[src/rtl/whack_game_ctrl.sv]
// whack_game_ctrl
// Game controller for the whack-a-mole display path with N_HOLES holes.
// It picks a pseudo-random hole, asks the box renderer to draw the mole,
// and times the hit window. A hit scores a point and a timeout counts as a
// miss. In both cases the controller then erases the mole and picks a new
// hole. The game ends when the score reaches WIN_SCORE.
//
// Optional build macro: WHACK_LIVES_EN
//   When defined, misses are counted (saturating at 3) and reaching
//   MAX_MISSES also ends the game. When undefined, misses reads 0.
//
// Ports
//   clk         system clock
//   reset       synchronous, active-high reset
//   start       one-cycle pulse, starts a new game from IDLE or OVER
//   speed_sel   hit window select: 0 base, 1 x1.5, 2 x0.5, 3 x0.25
//   hit_valid   one-cycle pulse from the key decoder
//   hit_idx     hole index of the decoded key
//   plot_ack    one-cycle pulse, renderer finished the current request
//   plot_req    draw/erase request, held until plot_ack
//   plot_erase  1 = erase to background, 0 = draw mole
//   plot_idx    hole to draw/erase
//   score       current score (saturating)
//   game_over   high while in OVER
//   hit_pulse   one-cycle pulse on a successful hit
//   miss_pulse  one-cycle pulse on a window timeout
//   misses      miss count
//
// state    | meaning
// ---------+------------------------------------------------------------
// IDLE     | after reset, waiting for start
// PICK     | pick a random hole that differs from the previous one
// DRAW     | ask the renderer to draw the mole, wait for ack
// WAIT_HIT | hit window running
// HIT      | correct key seen, score a point
// MISS     | window expired
// ERASE    | ask the renderer to erase the mole, then check for game end
// OVER     | game finished, waiting for start
module whack_game_ctrl #(
  parameter int          N_HOLES    = 6,
  parameter int          SCORE_W    = 4,
  parameter int          WIN_SCORE  = 5,
  parameter int          T_BASE     = 50000000,
  parameter int          CNT_W      = 28,
  parameter logic [15:0] LFSR_SEED  = 16'hACE1,
  parameter int          MAX_MISSES = 3,
  localparam int         IDX_W      = (N_HOLES > 2) ? $clog2(N_HOLES) : 1
) (
  input  logic               clk,
  input  logic               reset,
  input  logic               start,
  input  logic [1:0]         speed_sel,
  input  logic               hit_valid,
  input  logic [IDX_W-1:0]   hit_idx,
  input  logic               plot_ack,
  output logic               plot_req,
  output logic               plot_erase,
  output logic [IDX_W-1:0]   plot_idx,
  output logic [SCORE_W-1:0] score,
  output logic               game_over,
  output logic               hit_pulse,
  output logic               miss_pulse,
  output logic [1:0]         misses
);

  typedef enum logic [2:0] {
    S_IDLE, S_PICK, S_DRAW, S_WAIT_HIT, S_HIT, S_MISS, S_ERASE, S_OVER
  } state_t;

`ifdef WHACK_LIVES_EN
  localparam bit LIVES_EN = 1'b1;
`else
  localparam bit LIVES_EN = 1'b0;
`endif

  localparam logic [CNT_W-1:0] WIN_0 = CNT_W'(T_BASE);
  localparam logic [CNT_W-1:0] WIN_1 = CNT_W'(T_BASE + T_BASE / 2);
  localparam logic [CNT_W-1:0] WIN_2 = CNT_W'(T_BASE / 2);
  localparam logic [CNT_W-1:0] WIN_3 = CNT_W'(T_BASE / 4);
  localparam logic [IDX_W:0]   N_LIM = (IDX_W + 1)'(N_HOLES);
  localparam logic [15:0]      LFSR_MASK = 16'hB400;

  state_t             state_q, state_nxt;
  logic [15:0]        lfsr_q, lfsr_nxt;
  logic [CNT_W-1:0]   cnt_q, cnt_nxt;
  logic [CNT_W-1:0]   window_q, window_nxt, win_sel;
  logic [IDX_W-1:0]   cur_idx_q, cur_idx_nxt;
  logic [IDX_W-1:0]   prev_idx_q, prev_idx_nxt;
  logic [SCORE_W-1:0] score_q, score_nxt;
  logic [1:0]         misses_q, misses_nxt;
  logic [IDX_W-1:0]   cand;
  logic               cand_ok;
  logic               score_win;
  logic               miss_limit;

  // Galois shift right; feedback applied when the bit shifted out is 1.
  assign lfsr_nxt = {1'b0, lfsr_q[15:1]} ^ (lfsr_q[0] ? LFSR_MASK : 16'h0000);

  // Out-of-range and repeated candidates are rejected; PICK retries with the
  // next LFSR value.
  assign cand    = lfsr_q[IDX_W-1:0];
  assign cand_ok = ({1'b0, cand} < N_LIM) && (cand != prev_idx_q);

  assign score_win  = (score_q >= SCORE_W'(WIN_SCORE));
  assign miss_limit = LIVES_EN && (int'(misses_q) >= MAX_MISSES);

  always_comb begin
    win_sel = WIN_0;
    case (speed_sel)
      2'd0: win_sel = WIN_0;
      2'd1: win_sel = WIN_1;
      2'd2: win_sel = WIN_2;
      2'd3: win_sel = WIN_3;
      default: win_sel = WIN_0;
    endcase
  end

  always_comb begin
    state_nxt    = state_q;
    cnt_nxt      = cnt_q;
    window_nxt   = window_q;
    cur_idx_nxt  = cur_idx_q;
    prev_idx_nxt = prev_idx_q;
    score_nxt    = score_q;
    misses_nxt   = misses_q;
    case (state_q)
      S_IDLE: begin
        if (start) begin
          state_nxt    = S_PICK;
          score_nxt    = '0;
          misses_nxt   = '0;
          prev_idx_nxt = '0;
        end
      end
      S_PICK: begin
        if (cand_ok) begin
          cur_idx_nxt = cand;
          window_nxt  = win_sel;
          state_nxt   = S_DRAW;
        end
      end
      S_DRAW: begin
        if (plot_ack) begin
          state_nxt = S_WAIT_HIT;
          cnt_nxt   = '0;
        end
      end
      S_WAIT_HIT: begin
        cnt_nxt = cnt_q + 1'b1;
        // A correct hit on the timeout cycle takes priority over the miss.
        if (hit_valid && (hit_idx == cur_idx_q)) begin
          state_nxt = S_HIT;
        end else if (cnt_q == window_q - 1'b1) begin
          state_nxt = S_MISS;
        end
      end
      S_HIT: begin
        if (score_q != {SCORE_W{1'b1}}) begin
          score_nxt = score_q + 1'b1;
        end
        state_nxt = S_ERASE;
      end
      S_MISS: begin
        if (LIVES_EN && (misses_q != 2'd3)) begin
          misses_nxt = misses_q + 1'b1;
        end
        state_nxt = S_ERASE;
      end
      S_ERASE: begin
        if (plot_ack) begin
          prev_idx_nxt = cur_idx_q;
          state_nxt    = (score_win || miss_limit) ? S_OVER : S_PICK;
        end
      end
      S_OVER: begin
        if (start) begin
          state_nxt  = S_PICK;
          score_nxt  = '0;
          misses_nxt = '0;
        end
      end
      default: state_nxt = S_IDLE;
    endcase
  end

  // Outputs are registered from the next-state values so they line up with
  // the state they belong to and stay glitch-free toward the renderer.
  always_ff @(posedge clk) begin
    if (reset) begin
      state_q    <= S_IDLE;
      lfsr_q     <= LFSR_SEED;
      cnt_q      <= '0;
      window_q   <= '0;
      cur_idx_q  <= '0;
      prev_idx_q <= '0;
      score_q    <= '0;
      misses_q   <= '0;
      plot_req   <= 1'b0;
      plot_erase <= 1'b0;
      plot_idx   <= '0;
      game_over  <= 1'b0;
      hit_pulse  <= 1'b0;
      miss_pulse <= 1'b0;
    end else begin
      state_q    <= state_nxt;
      lfsr_q     <= lfsr_nxt;
      cnt_q      <= cnt_nxt;
      window_q   <= window_nxt;
      cur_idx_q  <= cur_idx_nxt;
      prev_idx_q <= prev_idx_nxt;
      score_q    <= score_nxt;
      misses_q   <= misses_nxt;
      plot_req   <= (state_nxt == S_DRAW) || (state_nxt == S_ERASE);
      plot_erase <= (state_nxt == S_ERASE);
      plot_idx   <= cur_idx_nxt;
      game_over  <= (state_nxt == S_OVER);
      hit_pulse  <= (state_nxt == S_HIT);
      miss_pulse <= (state_nxt == S_MISS);
    end
  end

  assign score  = score_q;
  assign misses = misses_q;

endmodule

[config.mk]
export PLATFORM = sky130hd
export DESIGN_NAME = whack_game_ctrl
export DESIGN_NICKNAME = d
export VERILOG_FILES = /design/src/rtl/whack_game_ctrl.sv
export SDC_FILE = /design/constraint.sdc
export NUM_CORES = 1
export LEC_CHECK = 0
export ABC_AREA = 1
export CAP_MARGIN = 5
export CORE_MARGIN = 2
export CORE_UTILIZATION = 55
export CTS_BUF_LIST = sky130_fd_sc_hd__clkbuf_8
export DETAILED_ROUTE_END_ITERATION = 7
export DONT_BUFFER_PORTS = 1
export PLACE_DENSITY = 0.78
export SLEW_MARGIN = 0
export SYNTH_ARGS = -nofsm -noshare
export SYNTH_HDL_FRONTEND = slang
export SYNTH_SLANG_ARGS = --single-unit
[constraint.sdc]
create_clock -name clk -period 3 [get_ports clk]
set_clock_uncertainty 0.1 [all_clocks]
set_input_delay 0.45 -clock clk [delete_from_list [all_inputs] [get_ports clk]]
set_output_delay 0.45 -clock clk [all_outputs]
set_load 0.03 [all_outputs]
Yosys cells after proc, flatten, opt, wreduce, memory -nomap -nowiden
Index checks and enable logic that the tools add are counted.
- ROM bits: 0
- latch bits: 0
- output and inout bits: 14
- word-level logic and storage cells: 74
- RAM bits: 0
- memories: 0
- register bits after elaboration: 90
- input bits: 10
- div/mod/pow operators: 0
- shifts and indexed selects: 0
- multiply operators: 0
- equality and inequality tests: 24
- mux-type cells: 18
- bitwise gates (word level): 1
- magnitude comparators: 2
- add/subtract/negate cells: 3
- reduce and logical (&&, ||, !) cells: 14
- operators with widths (kind ; count):
    one-hot mux 28 bit (4 select lines) ; 1
    one-hot mux 28 bit (2 select lines) ; 1
    adder 28 x 1 -> 28 bit, second input constant ; 1
    equality test 28 bit ; 1
    2-to-1 mux 28 bit ; 1
    subtractor 28 x 1 -> 28 bit, second input constant ; 1
    2-to-1 mux 3 bit ; 9
    equality test 3 bit, second input constant ; 8
    one-hot mux 3 bit (6 select lines) ; 1
    2-to-1 mux 16 bit ; 1
    XOR 15 x 16 -> 16 bit ; 1
    equality test 3 x 2 -> 1 bit, second input constant ; 3
    2-to-1 mux 4 bit ; 2
    inequality test 2 bit, second input constant ; 4
    one-hot mux 4 bit (2 select lines) ; 1
    one-hot mux 3 bit (2 select lines) ; 1
    AND reduction 3 bit ; 2
    nonzero test 2 bit ; 3
    adder 4 x 1 -> 4 bit, second input constant ; 1
    equality test 2 bit, second input constant ; 2
    greater-or-equal comparator 4 x 3 -> 1 bit, second input constant ; 1
    inequality test 4 bit, second input constant ; 1
    AND reduction 2 bit ; 2
    OR reduction 2 bit ; 2
    10 further kinds ; 11

Longest topological paths before layout
- depth after elaboration: 7
- depth in mapped cells: 18
- gate-level depth less buffers: 18

Worst setup path after synthesis
No wires, ideal clock.
- path kind: flip-flop to flip-flop
- from: register window_q[10]
- to: register plot_erase
- path slack: 914 ps
- arrival time: 1872 ps
- path buffers: 0
- stages on the path, launching flop included: 18
- library setup time: 114 ps
- required time: 2786 ps
- clock period less this slack: 2086 ps
- cell sequence: dfxtp_1 inv_2 ha_1 ha_1 nand2_1 inv_1 nor2_1 nand2_1 nor2_1 nand2_1 nor2_1 nand3_1 nor2_1 nand3_1 nand2_1 nand3_1 nand2_1 nor2_1
- word-level cells in the longest chain between the ends: 6
- RTL lines (item ; line ; text):
    start: declaration ; 86 ; logic [CNT_W-1:0] window_q, window_nxt, win_sel;
    start signal: assignment ; 208 ; window_q <= window_nxt;
    subtractor 28 x 1 -> 28 bit ; 153 ; end else if (cnt_q == window_q - 1'b1) begin
    equality test 28 bit ; 153 ;
    2-to-1 mux 3 bit ; 153 ;
    2-to-1 mux 3 bit ; 151 ; if (hit_valid && (hit_idx == cur_idx_q)) begin
    one-hot mux 3 bit (6 select lines) ; 126 ; case (state_q)
    equality test 3 bit ; 214 ; plot_erase <= (state_nxt == S_ERASE);
    end signal: assignment ; 214 ;
    end: declaration ; 57 ; output logic plot_erase,
Every way passes these cells.
A chain may end at the register's enable or synchronous reset.

Final worst setup path
Same ends and word-level chain as after synthesis.

==> metrics.md <==
| Metric | Value |
|---|---|
| Outcome | `complete, no violations` |
| WL final | `8.91 mm` |
| Register area share after synthesis | `36.3%` |
| CP arrival | `2.55 ns` |
| Final min period | `2.39 ns` |
| Vias per cell | `around 5.4` |
| Cells after synthesis | `588` |
| Overall routing resource usage | `between 20 and 25%` |
| Setup Fix Bufs, Post-CTS | `0` |
| DPL Wire Length | `between 6 and 7 mm` |
| Tightest Hold Check Type | `in2reg` |
| Crit path launch type | `flip-flop` |
| Core area | `7210 µm²` |
| Routed len/inst | `around 13 µm` |
| Yosys cell types | `between 40 and 50` |
| Number of buffers added on ports | `0` |
| Hold Path Depth | `1` |
| Nets | `607` |
| Post-Route Utilization | `60.2%` |
| RSZ-0062 raised after global routing | `false` |
| Worst reg-to-reg setup slack | `approximately 0.6 ns` |
| Layout area overhead | `6.53%` |
| Metal-1 WL | `3.97 mm` |
| Top delay family on crit path | `simple AND/OR/NAND/NOR gates` |
| Critical Path Slowest Stage Cell | `dfxtp_1` |
| Die Y-Extent | `90.1 µm` |
| PwrDens | `886 nW/µm²` |
| Metal3 WL | `about 500 µm` |
| # resized after CTS | `0` |
| Hold Startpoint | `reset` |
| Post-route DRC | `0` |
| Fillers | `665` |
| Critical R2R Capture | `plot_erase` |
| CTS Hold Bufs | `0` |
| FMAX | `approximately 420 MHz` |
| Critical path fanouts, max | `6` |
| Leakage power | `1.82 nW` |
| Hold endpoint | `lfsr_q[14]` |
| Slew margin rel. | `56.1%` |
| # diodes | `0` |
| Warnings from Yosys | `0` |
| Gpl congestion | `0.921` |
| Setup-failing EPs final | `0` |
| # rows | `31` |
| Total CTS buffers | `9` |
| Number of routed nets with antenna violations | `0` |
| DP Cell Count | `673` |
| CP Cell Sequence | `inv_2, ha_1, ha_1, nand2_1, inv_1, nor2_1, nand2_1, nor2_1, nand2_1, nor2_1, nand3_1, nor2_1, nand3_1, nand2_1, nand3_1, nand2_1, nor2_1` |
| Peak VDD IR | `around 0.65 mV` |
| CP max stage delay | `0.39 ns` |
| Crit Path Class | `reg2reg` |
| Highest routed layer | `met4` |
| Met2 wire len | `4.31 mm` |
| Initial Util | `56.5%` |
| Setup total negative slack | `0 ns` |
| Clock-pin slew on the worst setup and hold paths | `0.09 ns` |
| Skew-Pair Late Insertion Delay | `0.36 ns` |
| Final Hold Slack | `0.0539 ns` |
| Synth async-reset ratio | `0%` |
| Max Transition Viols Final | `0` |
| GRT overflow | `0` |
| #FFs+latches synth | `74` |
| Layout cell share with drive strength beyond 1 | `9.49%` |
| DRT iter0 DRCs | `~240` |
| CTS tree | `built` |
| Sinks on Clock Net | `74` |
| Worst-margin pin slew | `0.658 ns` |
| Syn Area/Cell | `6.94 µm²` |
| Initial antenna violation count | `0` |
| DR vias | `3720` |
| Ys flop type | `dfxtp_1` |
| Die ar. | `just over 8000 µm²` |
| Pin count of the biggest net entering global routing | `36` |
| MaxCap Viol Count | `0` |
| Initial DRT Pass Iterations | `5` |
| Vias in the first global route | `approximately 3500` |
| Worst r2r path cells | `17` |
| Final Non-Filler Cells | `689` |
| H-tree depth | `3` |
| Worst reg2reg startpoint | `window_q[10]` |
| Clk buf depth | `2` |
| Worst Path Required | `3.16 ns` |
| Hold Fails Final Rpt | `0` |
| CP endpoint kind | `flip-flop` |
| First-pass GRT wire length | `15.5 mm` |
| Die Wd | `between 90 and 100 µm` |
| # IOs | `24` |
| Synth Cell Area | `approximately 4000 µm²` |
| Post-synth EDFFs | `0` |
| Crit share post-route | `79.7%` |
| Root buffer cell | `clkbuf_8` |
| Buf+Inv Stages, Crit Path | `2` |
kinds of logic after synthesis:
group | after synthesis | share of synthesized area [%]
xor gates and xnor gates | 12 | 2.58
other | 1 | 0.0919
adders and majority gates | 12 | 3.68
AOI/OAI and AO/OA | 110 | 15.5
and+or+nand+nor | 279 | 32.2
DFF | 74 | 36.3
buffers and inverters | 100 | 9.69
per-layer routing:
layer  vias up  GRT usage (%)
met3        10           5.78
met1      1709           27.8
li1       1902              -
met4         0           8.97
met2        99           39.4
met5         -              0
worst max path at each step:
stage	start	end	slack (ns)	cells after the start
floorplan	window_q[10]	plot_erase	0.91	17
global placement	window_q[10]	plot_erase	0.71	17
detailed placement	window_q[10]	plot_req	0.64	17
CTS	window_q[10]	plot_erase	0.63	17
global route	window_q[10]	plot_erase	0.31	17
finish	window_q[10]	plot_erase	0.61	17
cells in the mapped netlist, types with 4 or more instances:
cell      number  share of area, %
nand2_1      125                12
inv_1         76               7.0
dfxtp_1       74                36
nor2_1        61               5.6
a21oi_1       41               5.0
o21ai_0       37               4.5
nand3_1       30               3.7
nand4_1       13               2.0
ha_1          12               3.7
nor3_1        10               1.2
a211oi_1       9               1.7
buf_2          7              0.86
clkbuf_1       7              0.64
nand2_2        7               1.1
xnor2_1        7               1.5
inv_2          6              0.55
nor2_4         6               1.7
o21ai_1        6              0.74
nor2_2         5              0.77
xor2_1         5               1.1
or2_2          4              0.61
state kept, by name, indices dropped and copies added (netlist names):
signal,flops
plot_erase,1
game_over,1
prev_idx_q,3
lfsr_q,16
miss_pulse,1
state_q,3
plot_req,1
cnt_q,28
hit_pulse,1
score,4
cur_idx_q,3
window_q,12
per-stage QoR:
step / setup slack (ns) / power [mW] / instance area, µm²
2_1_floorplan: 0.914 / 2.73 / 4080
5_1_grt: 0.315 / 4.17 / 4350
3_3_place_gp: 0.711 / 2.98 / 4140
3_5_place_dp: 0.636 / 3.03 / 4140
4_1_cts: 0.630 / 3.86 / 4350
6_report: 0.609 / 3.85 / 4350
report_power, final:
part	leakage, nW	switching, mW	internal, mW
logic	1.12	1.12	0.606
clock network	0.102	0.417	0.398
registers	0.604	0.201	1.11
total	1.82	1.74	2.11
layout make-up:
cell class | instances | area, µm² | area share, %
Inverter | 83 | 312 | 7.17
Multi-Input combinational cell | 415 | 2210 | 50.8
Sequential cell | 74 | 1480 | 34.1
Clock buffer | 9 | 124 | 2.85
Timing Repair Buffer | 2 | 15.0 | 0.346
Clock inverter | 7 | 83.8 | 1.93
Tap cell | 99 | 124 | 2.85
cells in the final DEF, fill, tap and decap left out, drive strengths merged:
master    instances
a211oi           10
nand2           133
conb              2
nor2             73
clkinv            3
buf               2
a221oi            1
o31ai             1
o2111ai           2
o221a             1
dfxtp            74
xor2              5
nand3b            3
nand3            31
o21bai            2
a31oi             1
nor3             13
nand4            15
or2               7
a21oi            41
clkbuf            9
o311a             1
and3              1
xnor2             7
nor3b             2
bufinv            1
ha               12
clkinvlp          1
nor4              1
o21ai            43
a311oi            2
o22ai             1
a22oi             3
o21a              1
inv              85
Power figures use the tool's default switching activity.
